`src/rtl/reg_file_operand_stage_pkg.sv`:
```
// Shared register-file parameters and MB operand-select encodings.
// Used by the operand stage, the ALU and the control unit.
package reg_file_operand_stage_pkg;

  localparam int DATA_W   = 16;
  localparam int ADDR_W   = 3;
  localparam int NUM_REGS = 2 ** ADDR_W;

  localparam logic MB_REG   = 1'b0;
  localparam logic MB_CONST = 1'b1;

  typedef struct packed {
    logic [DATA_W-1:0] a;
    logic [DATA_W-1:0] b;
  } operands_t;

endpackage

```
`src/rtl/reg_file_core.sv`:
```
// Register storage with one synchronous write port and
// two asynchronous read ports.
module reg_file_core
  import reg_file_operand_stage_pkg::*;
#(
  parameter int DATA_W = reg_file_operand_stage_pkg::DATA_W,
  parameter int ADDR_W = reg_file_operand_stage_pkg::ADDR_W
) (
  input  logic              clk,
  input  logic              reset,
  input  logic              write_en,
  input  logic [ADDR_W-1:0] DA,
  input  logic [DATA_W-1:0] D,
  input  logic [ADDR_W-1:0] AA,
  input  logic [ADDR_W-1:0] BA,
  output logic [DATA_W-1:0] rd_a,
  output logic [DATA_W-1:0] rd_b
);

  localparam int N = 2 ** ADDR_W;

  logic [DATA_W-1:0] mem [N];

  always_ff @(posedge clk) begin
    if (reset) begin
      for (int i = 0; i < N; i++) begin
        mem[i] <= '0;
      end
    end else if (write_en) begin
      mem[DA] <= D;
    end
  end

  assign rd_a = mem[AA];
  assign rd_b = mem[BA];

endmodule

```
`src/rtl/reg_file_operand_stage.sv`:
```
// Register file plus registered A/B operand stage feeding the ALU.
// Define REG_FILE_BYPASS_EN for write-to-read forwarding.
module reg_file_operand_stage
  import reg_file_operand_stage_pkg::*;
#(
  parameter int DATA_W = reg_file_operand_stage_pkg::DATA_W,
  parameter int ADDR_W = reg_file_operand_stage_pkg::ADDR_W
) (
  input  logic              clk,
  input  logic              reset,
  input  logic              write_en,
  input  logic [ADDR_W-1:0] DA,
  input  logic [DATA_W-1:0] D,
  input  logic              rd_en,
  input  logic [ADDR_W-1:0] AA,
  input  logic [ADDR_W-1:0] BA,
  input  logic              MB,
  input  logic [DATA_W-1:0] const_in,
  output logic [DATA_W-1:0] A_bus,
  output logic [DATA_W-1:0] B_bus,
  output logic              operand_valid
);

  logic [DATA_W-1:0] rd_a;
  logic [DATA_W-1:0] rd_b;
  logic [DATA_W-1:0] a_nxt;
  logic [DATA_W-1:0] b_nxt;

  reg_file_core #(
    .DATA_W (DATA_W),
    .ADDR_W (ADDR_W)
  ) u_core (
    .clk      (clk),
    .reset    (reset),
    .write_en (write_en),
    .DA       (DA),
    .D        (D),
    .AA       (AA),
    .BA       (BA),
    .rd_a     (rd_a),
    .rd_b     (rd_b)
  );

  always_comb begin
    a_nxt = rd_a;
    b_nxt = (MB == MB_CONST) ? const_in : rd_b;
`ifdef REG_FILE_BYPASS_EN
    // forward the in-flight write so a same-edge read sees new data
    if (write_en && (DA == AA)) begin
      a_nxt = D;
    end
    if (write_en && (DA == BA) && (MB == MB_REG)) begin
      b_nxt = D;
    end
`endif
  end

  always_ff @(posedge clk) begin
    if (reset) begin
      A_bus         <= '0;
      B_bus         <= '0;
      operand_valid <= 1'b0;
    end else begin
      operand_valid <= rd_en;
      if (rd_en) begin
        A_bus <= a_nxt;
        B_bus <= b_nxt;
      end
    end
  end

endmodule

```
`config.mk`:
```
export PLATFORM = sky130hd
export DESIGN_NAME = reg_file_operand_stage
export DESIGN_NICKNAME = d
export VERILOG_FILES = /design/src/rtl/reg_file_operand_stage_pkg.sv /design/src/rtl/reg_file_core.sv /design/src/rtl/reg_file_operand_stage.sv
export SDC_FILE = /design/constraint.sdc
export NUM_CORES = 1
export LEC_CHECK = 0
export CAP_MARGIN = 25
export CORE_MARGIN = 10
export CORE_UTILIZATION = 47
export CTS_CLUSTER_SIZE = 10
export DETAILED_ROUTE_END_ITERATION = 8
export PLACE_DENSITY = 0.68
export RECOVER_POWER = 50
export SYNTH_ARGS = -nofsm -noshare
export SYNTH_HDL_FRONTEND = slang
export SYNTH_HIERARCHICAL = 1
export SYNTH_SLANG_ARGS = --single-unit
export TNS_END_PERCENT = 20
```
`constraint.sdc`:
```
create_clock -name clk -period 3.3 [get_ports clk]
set_input_delay 0.99 -clock clk [delete_from_list [all_inputs] [get_ports clk]]
set_output_delay 0.99 -clock clk [all_outputs]
set_load 0.02 [all_outputs]
```
==> results of run 1 <==
==> critical path: cells and delay by family <==
family	cells	cell delay [ns]
AOI/OAI and AO/OA	1	0.22
buffers and inverters	3	1.73
==> layout make-up <==
class	count	share of cell area (%)
Sequential cell	161	45.68
Multi-Input combinational cell	319	34.08
Timing Repair Buffer	105	10.66
Clock buffer	21	4.466
Tap cell	225	2.855
Clock inverter	11	1.650
Inverter	16	0.6091
==> Yosys cell counts (all sizes together) <==
| cell type | instances |
|---|---|
| nor3 | 128 |
| clkbuf | 31 |
| dfxtp | 33 |
| buf | 29 |
| o21bai | 8 |
| mux4 | 64 |
| or2 | 1 |
| a211oi | 16 |
| clkinv | 16 |
| nand3b | 1 |
| nand2 | 1 |
| nor2 | 32 |
| mux2i | 32 |
| edfxtp | 128 |
| nor2b | 1 |
| mux2 | 32 |
| or3b | 1 |
| nand2b | 2 |
==> through the flow <==
step                hold WS [ns]  worst slack (ns)
CTS                       0.4899            0.6834
finish                    0.4831            0.4390
detailed placement        0.4814            0.2478
global route              0.5072            0.3865
floorplan                 0.5561            0.3266
global placement          0.4729            0.3008
==> worst max path at each step <==
| stage | slack (ns) | to | cells past startpoint | startpoint |
|---|---|---|---|---|
| floorplan | 0.33 | u_core/mem[4][0] | 5 | DA[1] |
| global placement | 0.30 | B_bus[9] | 6 | BA[0] |
| detailed placement | 0.25 | B_bus[8] | 6 | BA[0] |
| CTS | 0.68 | B_bus[8] | 6 | BA[0] |
| global route | 0.39 | u_core/mem[3][14] | 4 | reset |
| finish | 0.44 | u_core/mem[5][11] | 4 | reset |
==> report_power, final <==
part           internal, mW  leakage [nW]  total (mW)  switching (mW)
Combinational         0.341          1.70       0.693           0.353
Clock                  1.26         0.290        2.03           0.771
Sequential             2.33          1.50        2.39          0.0661
==> logic make-up (layout without fill, tap and decap cells) <==
family                 Yosys count  in the layout  share of synthesized area (%)
AOI/OAI and AO/OA               24             24                          2.294
buffers and inverters           76            153                          4.904
DFF                            161            161                          54.32
and+or+nand+nor                167            167                          10.08
muxes                          128            128                          28.40
==> layer usage <==
metal	track usage (%)	vias to the layer above
met5	0	-
met4	5.132	0
met3	3.928	19
met2	27.62	193
met1	22.41	2566
li1	-	2383
==> registers in the layout, indices dropped and copies added (netlist names) <==
name,cells
A_bus,16
B_bus,16
operand_valid,1
u_core/mem,128
==> reports/metrics.cfg, run 1 <==
[floorplan]
start_util_pct=47.94
dieArea_um2=23350
ioPinCount=79
die_h_um=152.8
die_width_um=152.8
core_um2=17300
rows=48

[clock_network]
cts-resized-gates=0
postCtsSetupRepairBufs=0
clk_path_buf_depth=2
path_clk_slew_ns=0.06
clk_latency_ns=0.42
root_buffer=clkbuf_16
cts_buffers=17
clock_sinks=161
cts_tree=done
cts_hold_buf=0
cts_max_level=4

[finish]
area_delta_synth_final_pct=18.92
finalInstanceArea_um2=9861
final_util_pct=57.01
final_common_cell=edfxtp_1
regArea_um2=4504
nNetsFinal=666
drive_gt1_share_pct=14.53
multi_input_area_um2=3361
diodes=0
layout_common_cells=128 x edfxtp_1, 126 x nor3_1, 62 x mux4_1, 42 x clkdlybuf4s50_1, 35 x dlygate4sd3_1
nFillCells=1305
stdcell_count=858

[routing]
num_vias=5161
dr_wl_met2_um=9756
top_layer_used=met4
ant_nets=0
wl_met1_um=8711
drt_iter0_markers=514
wl_met3_um=1293
drtPass1Iterations=5
avgViaCountPerCell=6.015
drc=0
wl_um=19980
routedWlPerCell_um=23.28

[timing]
finalClockSkew_ns=0.006049
setup_viol=0
rsz0062_at_grt=false
slew_headroom_pct=43.61
fmax_ghz=0.3495
final_max_slew_viol_count=0
fin_crit_sh_pct=86.70
period_needed_ns=2.861
fin_setup_tns_ns=0
hold_viol=0
worst_pin_slew_ns=0.8459

[worst_setup_path]
reg2reg_slack_ns=1.67
setup.worst_path.class=input pin to register
path_cells=dlygate4sd3_1, clkbuf_2, o21bai_1, buf_4
critPathMaxFanout=41
crit_path_end_kind=register
max_stage_delay_ns=0.72
r2r-start=u_core/mem[3][8]
worst_ep_required_time_ns=3.40
reg2reg_to=B_bus[8]
rr_worst_depth=4
worstSetupStartpointType=input pin
crit_arrival_ns=2.96
worst_path_max_delay_cell=clkbuf_2

[outcome]
status=completed

[synth]
yosysWarnings=6
synth_seq_area_share_pct=54.32
syn_nets=602
synth_area_um2=8292
syn_inst=556
ys_seq_elements=161
synth.top_cell.area_share_pct=46.36
synth_cell_types=26
netlist_top_cells_area=edfxtp_1 46%, mux4_1 20%, dfxtp_1 8.0%
postSynthAreaPerCell_um2=14.91
yosysTopAreaCell=edfxtp_1

[global_routing]
grt_pass1_vias=5362
track_usage_pct=17.06
grt_pass1_wl_um=31470
antenna_found_initial=0
globalRoute.totalOverflow=0
grt_max_degree=49

[placement]
place_congestion=0.7586
portBuffers=78
dp_hpwl_um=12950
post_dp_cell_area_um2=9293
dp_cells=826

[power]
powerDensity_nw_per_um2=519.0
irDropWorstVdd_v=0.0002713
power_mw=5.118
p_leak_nw=3.485

[worst_hold_path]
min_delay_path_depth=2
hold_path_end=B_bus[11]
hold_class=register to register
holdCritStartpoint=B_bus[11]

[job]
cap_violations=0

Note: power is estimated with default switching activity, not from simulation.
==> inputs of run 2 (changes only) <==
--- a/config.mk
+++ b/config.mk
@@ -7,11 +7,11 @@
 export LEC_CHECK = 0
 export CAP_MARGIN = 25
 export CORE_MARGIN = 10
-export CORE_UTILIZATION = 47
+export CORE_UTILIZATION = 25
 export CTS_CLUSTER_SIZE = 10
 export DETAILED_ROUTE_END_ITERATION = 8
-export PLACE_DENSITY = 0.68
 export RECOVER_POWER = 50
+export SKIP_LAST_GASP = 1
 export SYNTH_ARGS = -nofsm -noshare
 export SYNTH_HDL_FRONTEND = slang
 export SYNTH_HIERARCHICAL = 1
==> run 2 against run 1 <==
Against the previous run: via count shrank 3.4%; largest power group unchanged; non-clock buffer count grew 1; clock-buffer cell count shrank 2; routed wire length grew 4.0%; global-route usage shrank 6.6 points; largest cell class unchanged; design area grew 2.8%; sequential share of layout area shrank 1.2 points; worst setup slack gained 0.050 ns; clock skew grew 0.0011 ns; clock power is essentially flat.
==> reports/metrics.cfg, run 2 (same netlist as run 1, synthesis figures left out) <==
[clock_network]
cts_max_level=4  ; unchanged
clk_path_buf_depth=2  ; unchanged
path_clk_slew_ns=0.06  ; about the same
clock_sinks=161  ; unchanged
root_buffer=clkbuf_16  ; unchanged
cts_buffers=17  ; unchanged
cts_hold_buf=0  ; unchanged
postCtsSetupRepairBufs=0  ; unchanged
clk_latency_ns=0.42  ; about the same
cts_tree=done  ; unchanged
cts-resized-gates=0  ; unchanged

[routing]
avgViaCountPerCell=4.635  ; was 6.015
ant_nets=0  ; unchanged
wl_um=20780  ; was 19980 um
drtPass1Iterations=4  ; was 5
drc=0  ; unchanged
drt_iter0_markers=375  ; was 514
num_vias=4983  ; was 5161
routedWlPerCell_um=19.33  ; was 23.28 um

[finish]
layout_common_cells=128 x edfxtp_1, 124 x nor3_1, 70 x clkdlybuf4s50_1, 62 x mux4_1, 33 x dfxtp_1  ; was 128 x edfxtp_1, 126 x nor3_1, 62 x mux4_1, 42 x clkdlybuf4s50_1, 35 x dlygate4sd3_1
largest_register=u_core/mem  ; unchanged
largest_register_ff_count=128  ; unchanged
drive_gt1_share_pct=14.85  ; was 14.53%
final_common_cell=edfxtp_1  ; unchanged
top_regs=u_core/mem: 128 flops, A_bus: 16 flops, B_bus: 16 flops  ; unchanged
nNetsFinal=667  ; was 666
area_delta_synth_final_pct=22.23  ; was 18.92%
stdcell_count=1075  ; was 858
diodes=0  ; unchanged

[power]
combPwrFrac_pct=13.7  ; was 13.5%
powerDensity_nw_per_um2=505.0  ; was 519.0 nW/um^2
seqPwrFrac_pct=46.7  ; about the same
power.internal_mw=3.929  ; was 3.928 mW
irDropWorstVdd_v=0.0003797  ; was 0.0002713 V
swShare_pct=23.23  ; was 23.25%
p_leak_nw=3.418  ; was 3.485 nW
power_switching_mw=1.189  ; was 1.190 mW
clock_power_share_pct=39.6  ; was 39.7%

[worst_setup_path]
reg2reg_slack_ns=1.63  ; was 1.67 ns
setup.worst_path.class=input pin to register  ; unchanged
endpoint=A_bus[9]  ; was u_core/mem[5][11]
crit_path_end_kind=register  ; unchanged
reg2reg_to=B_bus[7]  ; was B_bus[8]
crit_arrival_ns=3.10  ; was 2.96 ns
path_cells=dlygate4sd3_1, clkbuf_2, mux4_1, mux2_1, mux2i_1, nor2_1  ; was dlygate4sd3_1, clkbuf_2, o21bai_1, buf_4
worst_path_max_delay_cell=clkbuf_2  ; unchanged
critPathMaxFanout=32  ; was 41
worstSetupStartpointType=input pin  ; unchanged
path_delay_family=buffers and inverters  ; unchanged
max_stage_delay_ns=0.63  ; was 0.72 ns
cp_num_buf_inv=2  ; was 3
worstSetupPathDepth=6  ; was 4
r2r-start=u_core/mem[1][7]  ; was u_core/mem[3][8]
worst_ep_required_time_ns=3.59  ; was 3.40 ns
crit_start=AA[2]  ; was reset
rr_worst_depth=4  ; unchanged

[outcome]
status=completed  ; unchanged

[timing]
rsz0062_at_grt=false  ; unchanged
finalClockSkew_ns=0.007132  ; was 0.006049 ns
fin_setup_tns_ns=0  ; unchanged
hold_viol=0  ; unchanged
slew_headroom_pct=44.16  ; was 43.61%
fmax_ghz=0.3557  ; was 0.3495 GHz
worst_pin_slew_ns=0.8375  ; was 0.8459 ns
final_max_slew_viol_count=0  ; unchanged
setup_viol=0  ; unchanged
fin_crit_sh_pct=85.20  ; was 86.70%
period_needed_ns=2.811  ; was 2.861 ns

[global_routing]
top_usage_layer=met2  ; unchanged
grt_pass1_wl_um=32570  ; was 31470 um
use_met1_pct=14.04  ; was 22.41%
grt_max_degree=57  ; was 49
grtUsageMet3_pct=2.543  ; was 3.928%
grt_pass1_vias=5205  ; was 5362
globalRoute.totalOverflow=0  ; unchanged
antenna_found_initial=2  ; was 0
track_usage_pct=10.45  ; was 17.06%
use_met2_pct=16.11  ; was 27.62%

[floorplan]
dieArea_um2=40850  ; was 23350 um^2
die_width_um=202.1  ; was 152.8 um
start_util_pct=25.42  ; was 47.94%
core_um2=32620  ; was 17300 um^2
rows=66  ; was 48
ioPinCount=79  ; unchanged
die_h_um=202.1  ; was 152.8 um

[job]
cap_violations=0  ; unchanged

[placement]
place_congestion=0.7759  ; was 0.7586
portBuffers=78  ; unchanged
dp_cells=1044  ; was 826
dp_hpwl_um=14330  ; was 12950 um

[worst_hold_path]
hold_class=register to register  ; unchanged

-- run 2: cell types whose count changed in the layout (fill, tap and decap cells not counted), sizes merged --
cell / previous run / this run
clkbuf: 26 / 23
clkdlybuf4s50: 42 / 70
buf: 23 / 28
dlygate4sd3: 35 / 4
clkinv: 22 / 23
-- run 2: worst register-to-register path: cells and delay by family, from the launching register on --
kind | cells | cell delay, ns
flip-flops | 1 | 0.43
multiplexers | 3 | 1.03
AO/OA/AOI/OAI | 1 | 0.08
-- run 2: routing by layer --
layer  part of all wire [%]  vias to the layer above
met4                    1.1                        0
li1                       -                     2375
met5                      0                        -
met1                     45                     2465
met3                    6.8                       14
met2                     47                      129
-- run 2: cell type report --
cell class / count / area [um^2]
Fill cell: 3212 / 22480
Clock buffer: 19 / 432.9
Inverter: 16 / 60.06
Tap cell: 442 / 553.0
Multi-Input combinational cell: 319 / 3371
Timing Repair Buffer: 106 / 1047
Clock inverter: 12 / 166.4
Sequential cell: 161 / 4504
-- run 2: power groups by stage --
stage	combinational, mW	clock [mW]	sequential (mW)
finish	0.702	2.03	2.39
global route	0.758	2.15	2.41
CTS	0.725	2.07	2.39
detailed placement	0.721	0	2.43
global placement	0.718	0	2.42
floorplan	0.411	0	2.45
-- run 2: how the worst min path moves through the flow --
stage	from	to	slack [ns]	cells after the start
6_report	B_bus[2]	B_bus[2]	0.48	2
5_1_grt	B_bus[10]	B_bus[10]	0.50	2
4_1_cts	B_bus[3]	B_bus[3]	0.49	2
3_5_place_dp	B_bus[3]	B_bus[3]	0.48	2
3_3_place_gp	B_bus[12]	B_bus[12]	0.47	2
2_1_floorplan	B_bus[0]	B_bus[0]	0.56	2
-- run 2: per-stage QoR --
step | power (mW) | hold slack (ns) | area, um^2 | worst slack, ns | util, %
floorplan | 2.860 | 0.5561 | 8292 | 0.3266 | -
global placement | 3.143 | 0.4742 | 9582 | 0.3251 | 29.37
detailed placement | 3.155 | 0.4785 | 9582 | 0.2942 | 29.37
CTS | 5.188 | 0.4871 | 10180 | 0.7533 | 31.21
global route | 5.315 | 0.4990 | 10130 | 0.3586 | 31.07
finish | 5.118 | 0.4827 | 10130 | 0.4886 | 31.07
==> inputs of run 3 (changes only) <==
--- a/config.mk
+++ b/config.mk
@@ -14,6 +14,5 @@
 export SKIP_LAST_GASP = 1
 export SYNTH_ARGS = -nofsm -noshare
 export SYNTH_HDL_FRONTEND = slang
-export SYNTH_HIERARCHICAL = 1
 export SYNTH_SLANG_ARGS = --single-unit
 export TNS_END_PERCENT = 20
==> run 3 against run 2 <==
Against the previous run: register-to-register slack improved by 0.36 ns; clock skew about the same; global-route usage is 1.2 points higher; flip-flop and latch count stayed put; synthesized cell count is 18% higher; worst hold slack gained 0.0013 ns; clock-buffer cell count is 2 lower; via count up 11%; largest power group unchanged.
==> reports/metrics.cfg, run 3 <==
[power]
power_switching_mw=1.264  ; was 1.189 mW
seqPwrFrac_pct=44.7  ; was 46.7%
irDropWorstVdd_v=0.0003811  ; was 0.0003797 V
swShare_pct=23.50  ; was 23.23%
clock_power_share_pct=42.9  ; was 39.6%
p_leak_nw=3.643  ; was 3.418 nW
power.internal_mw=4.114  ; was 3.929 mW
combPwrFrac_pct=12.4  ; was 13.7%
powerDensity_nw_per_um2=535.1  ; was 505.0 nW/um^2

[global_routing]
grt_pass1_wl_um=35670  ; was 32570 um
globalRoute.totalOverflow=0  ; unchanged
grt_max_degree=65  ; was 57
track_usage_pct=11.63  ; was 10.45%
antenna_found_initial=3  ; was 2
grt_pass1_vias=5616  ; was 5205

[routing]
routedWlPerCell_um=20.20  ; was 19.33 um
drt_iter0_markers=377  ; was 375
ant_nets=0  ; unchanged
wl_um=23940  ; was 20780 um
num_vias=5509  ; was 4983
avgViaCountPerCell=4.649  ; was 4.635
drc=0  ; unchanged
drtPass1Iterations=5  ; was 4

[outcome]
status=completed  ; unchanged

[floorplan]
rows=66  ; unchanged
start_util_pct=25.29  ; was 25.42%
die_width_um=201.2  ; was 202.1 um
die_h_um=201.2  ; was 202.1 um
ioPinCount=79  ; unchanged
core_um2=32450  ; was 32620 um^2
dieArea_um2=40470  ; was 40850 um^2

[clock_network]
path_clk_slew_ns=0.06  ; about the same
root_buffer=clkbuf_16  ; unchanged
cts_hold_buf=0  ; unchanged
clock_sinks=161  ; unchanged
clk_path_buf_depth=2  ; unchanged
cts_buffers=17  ; unchanged
cts-resized-gates=0  ; unchanged
postCtsSetupRepairBufs=0  ; unchanged
cts_max_level=4  ; unchanged
clk_latency_ns=0.43  ; was 0.42 ns
cts_tree=done  ; unchanged

[timing]
fin_setup_tns_ns=0  ; unchanged
period_needed_ns=2.815  ; was 2.811 ns
fmax_ghz=0.3552  ; was 0.3557 GHz
slew_headroom_pct=11.59  ; was 44.16%
setup_slack_ns=0.4850  ; was 0.4886 ns
setup_viol=0  ; unchanged
finalClockSkew_ns=0.007323  ; was 0.007132 ns
fin_crit_sh_pct=85.30  ; was 85.20%
final_max_slew_viol_count=0  ; unchanged
rsz0062_at_grt=false  ; unchanged
hold_viol=0  ; unchanged
worst_pin_slew_ns=1.326  ; was 0.8375 ns

[worst_setup_path]
path_delay_family=buffers and inverters  ; unchanged
worst_path_max_delay_cell=clkbuf_1  ; was clkbuf_2
crit_path_end_kind=register  ; unchanged
worstSetupStartpointType=input pin  ; unchanged
worst_ep_required_time_ns=3.59  ; about the same
path_cells=dlygate4sd3_1, or3b_1, nor3_4, clkbuf_1, and2_0  ; was dlygate4sd3_1, clkbuf_2, mux4_1, mux2_1, mux2i_1, nor2_1
cp_num_buf_inv=2  ; unchanged
critPathMaxFanout=16  ; was 32
setup.worst_path.class=input pin to register  ; unchanged
max_stage_delay_ns=0.69  ; was 0.63 ns
crit_arrival_ns=3.11  ; was 3.10 ns

[finish]
final_common_cell=edfxtp_1  ; unchanged
stdcell_count=1185  ; was 1075
top_regs=u_core.mem: 128 flops, A_bus: 16 flops, B_bus: 16 flops  ; was u_core/mem: 128 flops, A_bus: 16 flops, B_bus: 16 flops
nNetsFinal=775  ; was 667
area_delta_synth_final_pct=22.49  ; was 22.23%
layout_common_cells=128 x edfxtp_1, 96 x mux2i_1, 71 x clkdlybuf4s50_1, 69 x and2_1, 61 x and2_0  ; was 128 x edfxtp_1, 124 x nor3_1, 70 x clkdlybuf4s50_1, 62 x mux4_1, 33 x dfxtp_1
largest_register_ff_count=128  ; unchanged
final_util_pct=30.97  ; was 31.07%
drive_gt1_share_pct=12.94  ; was 14.85%
largest_register=u_core.mem  ; was u_core/mem

[synth]
synth_seq_area_share_pct=54.89  ; was 54.32%
yosysMostFrequentCell=and2_1  ; was edfxtp_1
synth.top_cell.area_share_pct=46.84  ; was 46.36%
netlist_top_cells_area=edfxtp_1 47%, mux2i_1 12%, and2_1 9.9%  ; was edfxtp_1 46%, mux4_1 20%, dfxtp_1 8.0%
synth_area_um2=8207  ; was 8292 um^2
synth_commonest_cells=130 x and2_1, 128 x edfxtp_1, 96 x mux2i_1  ; was 128 x edfxtp_1, 122 x nor3_1, 62 x mux4_1
syn_nets=704  ; was 602
yosysTopAreaCell=edfxtp_1  ; unchanged
synth_async_sr_flop_share_pct=0  ; unchanged
synth_cell_types=29  ; was 26
postSynthAreaPerCell_um2=12.47  ; was 14.91 um^2
synth_ff_type=edfxtp_1  ; unchanged
synth_edf_count=128  ; unchanged
yosysWarnings=0  ; was 6
ys_seq_elements=161  ; unchanged
syn_inst=658  ; was 556

[worst_hold_path]
hold_class=register to register  ; unchanged

[placement]
dp_hpwl_um=15450  ; was 14330 um
pre_cts_slack_ns=0.4059  ; was 0.2942 ns
place_congestion=0.7573  ; was 0.7759
portBuffers=78  ; unchanged
dp_cells=1152  ; was 1044

[job]
cap_violations=0  ; unchanged

==> run 3: kinds of logic after synthesis <==
family                 after synthesis  share of synthesized area, %
buffers and inverters               49                         3.476
AO/OA/AOI/OAI                      112                         10.63
AND/OR/NAND/NOR                    208                         14.91
multiplexers                       128                         16.10
flip-flops                         161                         54.89
==> run 3: worst paths after layout <==
path | from | end | slack (ns) | cells past startpoint
setup / recovery | DA[0] | u_core.mem[0][7] | 0.48 | 5
hold / removal | A_bus[0] | A_bus[0] | 0.48 | 2
setup reg to reg | u_core.mem[3][14] | A_bus[14] | 1.99 | 4
hold reg to reg | A_bus[0] | A_bus[0] | 0.48 | 2
==> run 3: worst register-to-register path: stages (launching register included) <==
cell      delay (ns)
edfxtp_1        0.41
mux2_2          0.29
o22ai_1         0.17
a221o_1         0.21
a211oi_2        0.09
==> run 3: layout make-up <==
| class | instances | area, um^2 |
|---|---|---|
| Antenna cell | 1 | 2.502 |
| Clock buffer | 17 | 425.4 |
| Clock inverter | 15 | 261.5 |
| Fill cell | 3277 | 22400 |
| Multi-Input combinational cell | 448 | 3374 |
| Sequential cell | 161 | 4504 |
| Tap cell | 442 | 553.0 |
| Timing Repair Buffer | 101 | 930.9 |
==> run 3: per-stage QoR <==
stage,area [um^2],total power [mW],hold WS [ns]
6_report,10050,5.379,0.4840
5_1_grt,10050,5.547,0.5015
4_1_cts,10120,5.424,0.4879
3_5_place_dp,9435,3.121,0.4797
3_3_place_gp,9435,3.110,0.4787
2_1_floorplan,8207,2.828,0.5572
==> run 3: routing by layer <==
layer | share of wire, % | up-vias | routed length (um) | track usage, %
li1 | - | 2585 | - | -
met1 | 45 | 2718 | 10790 | 14.33
met2 | 48 | 165 | 11380 | 19.39
met3 | 5.4 | 35 | 1281 | 2.731
met4 | 1.9 | 6 | 458 | 4.322
met5 | 0.12 | - | 28 | 0
==> run 3: power groups by stage <==
stage	logic [mW]	clock network, mW	registers, mW
finish	0.669	2.31	2.40
global route	0.718	2.41	2.41
CTS	0.683	2.34	2.40
detailed placement	0.678	0	2.44
global placement	0.673	0	2.44
floorplan	0.371	0	2.46
